## config.mk

```make
export PLATFORM = sky130hd
export DESIGN_NAME = pipe_hazard_ctrl
export DESIGN_NICKNAME = d
export VERILOG_FILES = /design/src/rtl/pipe_hazard_ctrl.sv
export SDC_FILE = /design/constraint.sdc
export NUM_CORES = 1
export LEC_CHECK = 0
export CORE_AREA = 2 2 84 86
export CTS_CLUSTER_DIAMETER = 30
export DETAILED_ROUTE_END_ITERATION = 16
export DIE_AREA = 0 0 86 88
export GPL_ROUTABILITY_DRIVEN = 0
export PLACE_DENSITY = 0.86
export SYNTH_ARGS = -nofsm -noshare
export SYNTH_HDL_FRONTEND = slang
export SYNTH_SLANG_ARGS = --single-unit
```

## constraint.sdc

```tcl
create_clock -name clk -period 3.15 [get_ports clk]
set_input_delay 0.945 -clock clk [delete_from_list [all_inputs] [get_ports clk]]
set_output_delay 0.945 -clock clk [all_outputs]
set_load 0.05 [all_outputs]
```

## src/rtl/pipe_hazard_ctrl.sv

```systemverilog
// pipe_hazard_ctrl: stall/flush controller for the five-stage mycpu_core pipe
// Stage bit order on stall/flush: 0=PC 1=IF 2=ID 3=EX 4=MEM 5=WB.
// Ports:
//   clk, rst (async, active-low)          clock and reset
//   stallreq[NREQ]                        level stall requests, source i holds stages 0..REQ_STAGE[i]
//   mc_start, mc_done                     multi-cycle EX op launch / completion handshake
//   flush_req, flush_pc                   flush pulse and its redirect target
//   stall, flush                          per-stage hold / bubble controls
//   redirect_valid, redirect_pc           IF redirect during the flush cycle
//   mc_abort                              kill the in-flight multi-cycle op
//   stall_timeout                         sticky watchdog flag
//   perf_stall_cyc, perf_flush_cnt        performance counters, built only with PIPE_CTRL_PERF_CNT_EN
module pipe_hazard_ctrl #(
   parameter int                STAGES    = 6,
   parameter int                NREQ      = 2,
   parameter logic [4*NREQ-1:0] REQ_STAGE = {4'd3, 4'd2},
   parameter int                MC_STAGE  = 3,
   parameter int                TIMEOUT   = 1023
) (
   input  logic              clk,
   input  logic              rst,
   input  logic [NREQ-1:0]   stallreq,
   input  logic              mc_start,
   input  logic              mc_done,
   input  logic              flush_req,
   input  logic [31:0]       flush_pc,
   output logic [STAGES-1:0] stall,
   output logic [STAGES-1:0] flush,
   output logic              redirect_valid,
   output logic [31:0]       redirect_pc,
   output logic              mc_abort,
   output logic              stall_timeout,
   output logic [31:0]       perf_stall_cyc,
   output logic [31:0]       perf_flush_cnt
);
   typedef enum logic [1:0] {RUN, MC_WAIT, FLUSH} state_t;
   // Holding WB would deadlock the pipe, so the deepest holdable stage is STAGES-2.
   function automatic int clamp(input int s);
      return (s >= STAGES - 1) ? STAGES - 2 : s;
   endfunction
   localparam int                CW         = $clog2(TIMEOUT + 1);
   localparam logic [CW-1:0]     WD_MAX     = CW'(TIMEOUT);
   localparam int                MC_DEPTH   = clamp(MC_STAGE);
   localparam logic [STAGES-1:0] FLUSH_MASK = {1'b0, {(STAGES-2){1'b1}}, 1'b0};
   state_t            state;
   logic              abort_q;
   logic              mc_busy;
   logic              in_flush;
   logic [STAGES-1:0] req_stall;
   logic [STAGES-1:0] bubble;
   logic [CW-1:0]     wd_cnt;
   // FLUSH ignores mc_start/mc_done, so mc_busy is only live in RUN and MC_WAIT.
   assign mc_busy  = ((state == RUN && mc_start) || state == MC_WAIT) && !mc_done;
   assign in_flush = state == FLUSH;
   always_comb begin
      req_stall = '0;
      for (int k = 0; k < STAGES; k++) begin
         for (int i = 0; i < NREQ; i++)
            if (stallreq[i] && k <= clamp(int'(REQ_STAGE[4*i +: 4]))) req_stall[k] = 1'b1;
         if (mc_busy && k <= MC_DEPTH) req_stall[k] = 1'b1;
      end
   end
   // Stalls always form a prefix 0..D, so the bubble sits where the prefix ends.
   always_comb begin
      bubble = '0;
      for (int k = 1; k < STAGES; k++)
         bubble[k] = req_stall[k-1] & ~req_stall[k];
   end
   // Combinational outputs are forced quiet while reset is asserted.
   assign stall          = (rst && !in_flush) ? req_stall : '0;
   assign flush          = !rst ? '0 : in_flush ? FLUSH_MASK : bubble;
   assign redirect_valid = rst && in_flush;
   assign mc_abort       = rst && in_flush && abort_q;
   always_ff @(posedge clk or negedge rst) begin
      if (!rst) begin
         state       <= RUN;
         redirect_pc <= '0;
         abort_q     <= 1'b0;
      end else if (flush_req) begin
         state       <= FLUSH;
         redirect_pc <= flush_pc;
         abort_q     <= state == MC_WAIT;
      end else begin
         state       <= mc_busy ? MC_WAIT : RUN;
         abort_q     <= 1'b0;
      end
   end
   always_ff @(posedge clk or negedge rst) begin
      if (!rst) begin
         wd_cnt        <= '0;
         stall_timeout <= 1'b0;
      end else if (stall[0]) begin
         wd_cnt <= (wd_cnt == WD_MAX) ? wd_cnt : wd_cnt + CW'(1);
         if (wd_cnt >= WD_MAX - CW'(1)) stall_timeout <= 1'b1;
      end else begin
         wd_cnt <= '0;
      end
   end
`ifdef PIPE_CTRL_PERF_CNT_EN
   always_ff @(posedge clk or negedge rst) begin
      if (!rst) begin
         perf_stall_cyc <= '0;
         perf_flush_cnt <= '0;
      end else begin
         perf_stall_cyc <= perf_stall_cyc + 32'(stall[0]);
         perf_flush_cnt <= perf_flush_cnt + 32'(in_flush);
      end
   end
`else
   assign perf_stall_cyc = 32'h0;
   assign perf_flush_cnt = 32'h0;
`endif
endmodule

```

Word-level counts from Yosys, hierarchy flattened --
Index checks and enable logic that the tools add are counted.
Cells by class: add/subtract/negate cells 1, bitwise logic cells 2, reductions and logical operators 10, equal/unequal tests 4, order comparisons 1, muxes and demuxes 13
Operators with widths (count):
- 10-bit two-way mux | 2
- 10-bit by 1-bit adder with 10-bit output, second input constant | 1
- 10-bit equality test, second input constant | 1
- 10-bit greater-or-equal comparator, second input constant | 1
- 5-bit two-way mux | 2
- 1-bit two-way mux | 7
- 1-bit logical AND | 5
- 4-bit two-way mux | 1
- 2-bit by 1-bit equality test with 1-bit output, second input constant | 1
- 2-bit equality test, second input constant | 1
- 1-bit logical NOT | 2
- 2-bit logical NOT | 1
- 2-bit two-way mux | 1
- 2-bit inequality test, second input constant | 1
- 2-bit AND reduction | 1
- 1-bit bitwise AND | 1
- 1-bit logical OR | 1
- 1-bit NOT | 1
Word-level totals: input port bits 39, register bits after elaboration 46, output and inout port bits 111, logic and storage cells 36

Depth between registers and ports, before layout --
depth in word-level cells 9, depth in mapped cells 6

Least setup slack after synthesis --
Ideal clock, no wire load.
kind input to output, start input rst, end output mc_abort, path slack -0.099 ns, data required time 2.205 ns, arrival 2.304 ns, stages 3, cell sequence inv_1 nor2_1 and2_1
Between the ends: word-level cells in the longest chain between the ends 2
RTL lines:
- start: declaration | RTL line 21 | input logic rst,
- 1-bit logical AND
- named net redirect_valid | RTL line 29 | output logic redirect_valid,
- 1-bit logical AND | RTL line 73 | assign mc_abort = rst && in_flush && abort_q;
- end: declaration | RTL line 31 | output logic mc_abort,
The timed path passes the listed nets, and every way through them passes these cells.

Worst setup path in the final report --
start input mc_done, end output flush[3]
Between the ends: word-level cells in the longest chain between the ends 7, elaborated cells on any way between the ends 8, those cells by class mux: 4; bitwise: 2; reduce/logical: 2
RTL lines:
- start: declaration | RTL line 24 | input logic mc_done,
- 1-bit logical NOT * | RTL line 53 | assign mc_busy = ((state == RUN && mc_start) || state == MC_WAIT) && !mc_done;
- 1-bit logical AND * | RTL line 53
- 1-bit two-way mux | RTL line 60 | if (mc_busy && k <= MC_DEPTH) req_stall[k] = 1'b1;
- 1-bit NOT | RTL line 67 | bubble[k] = req_stall[k-1] & ~req_stall[k];
- 1-bit bitwise AND * | RTL line 67
- 5-bit two-way mux * (2 in a row) | RTL line 71 | assign flush = !rst ? '0 : in_flush ? FLUSH_MASK : bubble;
- end: declaration | RTL line 28 | output logic [STAGES-1:0] flush,
Every way passes the cells marked *; elsewhere a longest branch is shown, timed or not.

==> reports/metrics.yaml <==
powerDensity_nw_per_um2: 490.7
dr_wl_met2_um: 2441
fin_skew_ns: 0.005341
cp_max_fo: 2
hold_path.class: "primary input to async pin"
fmax_mhz: 325.4
drt_iter0_drc: 66
end_kind: "output port"
die_h_um: 88
maxCapViolations: 0
worstPathRequired_ns: 2.20
wl_per_cell_um: 12.61
synth_area_per_cell_um2: 11.27
highest_layer: "met4"
wirelength_um: 4866
ys_warn_count: 0
drv_slew: 0
area_delta_synth_final_pct: 34.35
antenna_cells: 0
cts_root_buf: "clkbuf_8"
clk_pin_slew_ns: 0.08
start_util_pct: 37.50
die-area_um2: 7568
final.setup.tns_ns: 0
fin_nets: 346
yosysTopAreaCell: "dfrtp_1"
synthCells: 221
cts_sinks: 46
critPathArrivalTime_ns: 2.13
path_class: "primary input to output port"
pre_cts_slack_ns: -0.3278
io_pins: 150
multi_input_area_um2: 1031
drc: 0
rsz0062_at_grt: "false"
final_area_um2: 3347
p_leak_nw: 1.518
drive_gt1_share_pct: 21.90
seqCellArea_um2: 1151
chipWidth_um: 86
ir_drop_v: 0.0003874
viasPerCell: 4.321
ys_ff_latch: 46
dp_hpwl_um: 3685
final-setup-viol-count: 0
synth_edf_count: 0
placed_area_um2: 3212
track_usage_pct: 13.02
drt_pass1_iterations: 4
grt_max_degree: 45
tritoncts: "yes"
yosys.cell_types.count: 35
period_needed_ns: 3.073
startpoint_type: "primary input"
synth_area_leaders: "dfrtp_1, buf_4, mux2_2, nor2_1, nand2_1"
antenna_found_initial: 0
netlist.area_leader.share_pct: 46.21
ys.flop_type: "dfrtp_1"
async_reset_ff_share_pct: 100.0
fillerInstances: 565
row_count: 30
worstMarginPinSlew_ns: 0.5461
ctsHtreeMaxLevel: 2
r2r_cells: 5
antenna_left: 0
overflow: 0
reg2reg_slack_ns: 1.43
core_um2: 6644
syn_area_um2: 2491
port_buffers: 81
wl_met1_um: 1657
finalHoldViolCount: 0
hold_buffers: 0
grt_pass1_wl_um: 7665
route.met3.wl_um: 681
relSlewSlack_pct: 63.59
grt_pass1_vias: 1627
critPathLaunch: "mc_done"
fin_crit_sh_pct: 97.55
ys_seq_area_share_pct: 46.21
vias: 1668
clk_latency_ns: 0.29
status: "finished clean"
r2r-start: "wd_cnt[1]$_DFFE_PN0P_"
setup_slack_ns: 0.07732
clockBufferDepth: 2
r2r-end: "wd_cnt[2]$_DFFE_PN0P_"
cts_buffers: 5
worst max-delay path: stages:
cell and delay (ns):
clkdlybuf4s50_1 0.41, o21bai_1 0.17, nor2_1 0.13, nor2_2 0.06
a31o_2 0.27, buf_12 0.15
synth_stat cells (2+ instances only):
library cell  number
nor3_1             4
o2111ai_1          2
o21bai_1           3
a21oi_1            3
nand2_1            7
o211ai_1           2
xnor2_1            2
a211oi_1           2
and3_1             2
a31oi_1            4
nand3_1            2
ha_1               2
mux2_2            32
nor2_1            10
o21a_1             3
buf_2              2
inv_1              4
dfrtp_1           46
buf_4             73
how the worst max path moves through the flow:
stage | endpoint | slack (ns) | depth (start not counted)
after floorplan | stall[1] | -0.002 | 5
after detailed placement | stall[2] | -0.33 | 5
after global routing | flush[3] | 0.006 | 6
after global placement | stall[0] | -0.30 | 5
final | flush[3] | 0.08 | 6
after CTS | flush[4] | 0.03 | 6
cell usage in the layout (no fill, tap or decap), drive strengths merged:
| master | netlist | routed |
|---|---|---|
| clkbuf | 1 | 7 |
| ha | 2 | 2 |
| nor2 | 10 | 10 |
| nand3 | 2 | 2 |
| xnor2 | 2 | 2 |
| dfrtp | 46 | 46 |
| o21bai | 3 | 3 |
| a31oi | 4 | 4 |
| xor2 | 1 | 1 |
| nor3 | 4 | 4 |
| nand4 | 1 | 1 |
| and3 | 2 | 2 |
| o2111ai | 2 | 2 |
| nand2 | 7 | 7 |
| o21ba | 1 | 1 |
| and3b | 1 | 1 |
| clkdlybuf4s50 | 0 | 68 |
| or3b | 1 | 1 |
| mux2 | 32 | 32 |
| o21a | 3 | 3 |
| or2 | 1 | 1 |
| dlygate4sd2 | 0 | 2 |
| mux2i | 1 | 1 |
| o211a | 1 | 1 |
| a31o | 1 | 1 |
| or3 | 1 | 1 |
| and2 | 1 | 1 |
| inv | 4 | 4 |
| nand2b | 1 | 1 |
| a211oi | 2 | 2 |
| o211ai | 2 | 2 |
| buf | 77 | 18 |
| a21oi | 3 | 3 |
| conb | 1 | 68 |
| clkinv | 0 | 1 |
layer usage:
metal / up-vias / global-route usage (%)
li1: 767 / -
met1: 781 / 12.67
met2: 114 / 22.69
met3: 6 / 7.163
met4: 0 / 5.916
met5: - / 0
where the power goes:
group / leakage [nW] / total (W) / switching, W / internal [W]
Clock: 0.0482 / 0.000365 / 0.000188 / 0.000177
Combinational: 0.904 / 0.000619 / 0.000432 / 0.000186
Sequential: 0.566 / 0.000659 / 0.0000253 / 0.000633
cell families after synthesis:
family | count (synthesis) | share of synthesized area [%]
buffers and inverters | 82 | 23.76
flip-flops | 46 | 46.21
multiplexers | 33 | 14.87
AND/OR/NAND/NOR | 32 | 6.480
AO/OA/AOI/OAI | 22 | 6.479
XOR/XNOR | 3 | 1.055
adder cells (fa/ha/maj) | 2 | 1.004
other | 1 | 0.1505
sequential cells by signal, indices dropped and copies added (netlist names):
name / count
state: 2
stall_timeout: 1
wd_cnt: 10
redirect_pc: 32
abort_q: 1
final cells by class:
class,instances,area share [%]
clock inverters,1,0.1495
repair buffers,88,28.56
multi-input cells,160,30.80
well taps,80,2.991
flip-flops and latches,46,34.39
clock buffers,7,2.579
inverters,4,0.5234
through the flow:
stage | power, W | instances | util, % | hold WS (ns)
detailed placement | 0.001282 | 376 | 48.34 | 0.4717
floorplan | 0.001154 | 288 | - | 0.4726
CTS | 0.001660 | 386 | 50.28 | 0.4753
global placement | 0.001273 | 376 | 48.34 | 0.4654
global route | 0.001706 | 386 | 50.38 | 0.4700
finish | 0.001642 | 386 | 50.38 | 0.4812
what timing repair did:
item	CTS	global route
pin swaps	1	0
endpoints found under the setup margin	3	1
cloned	0	0
buffers inserted	2	0
gates resized for setup	8	2
Power figures use the tool's default switching activity.
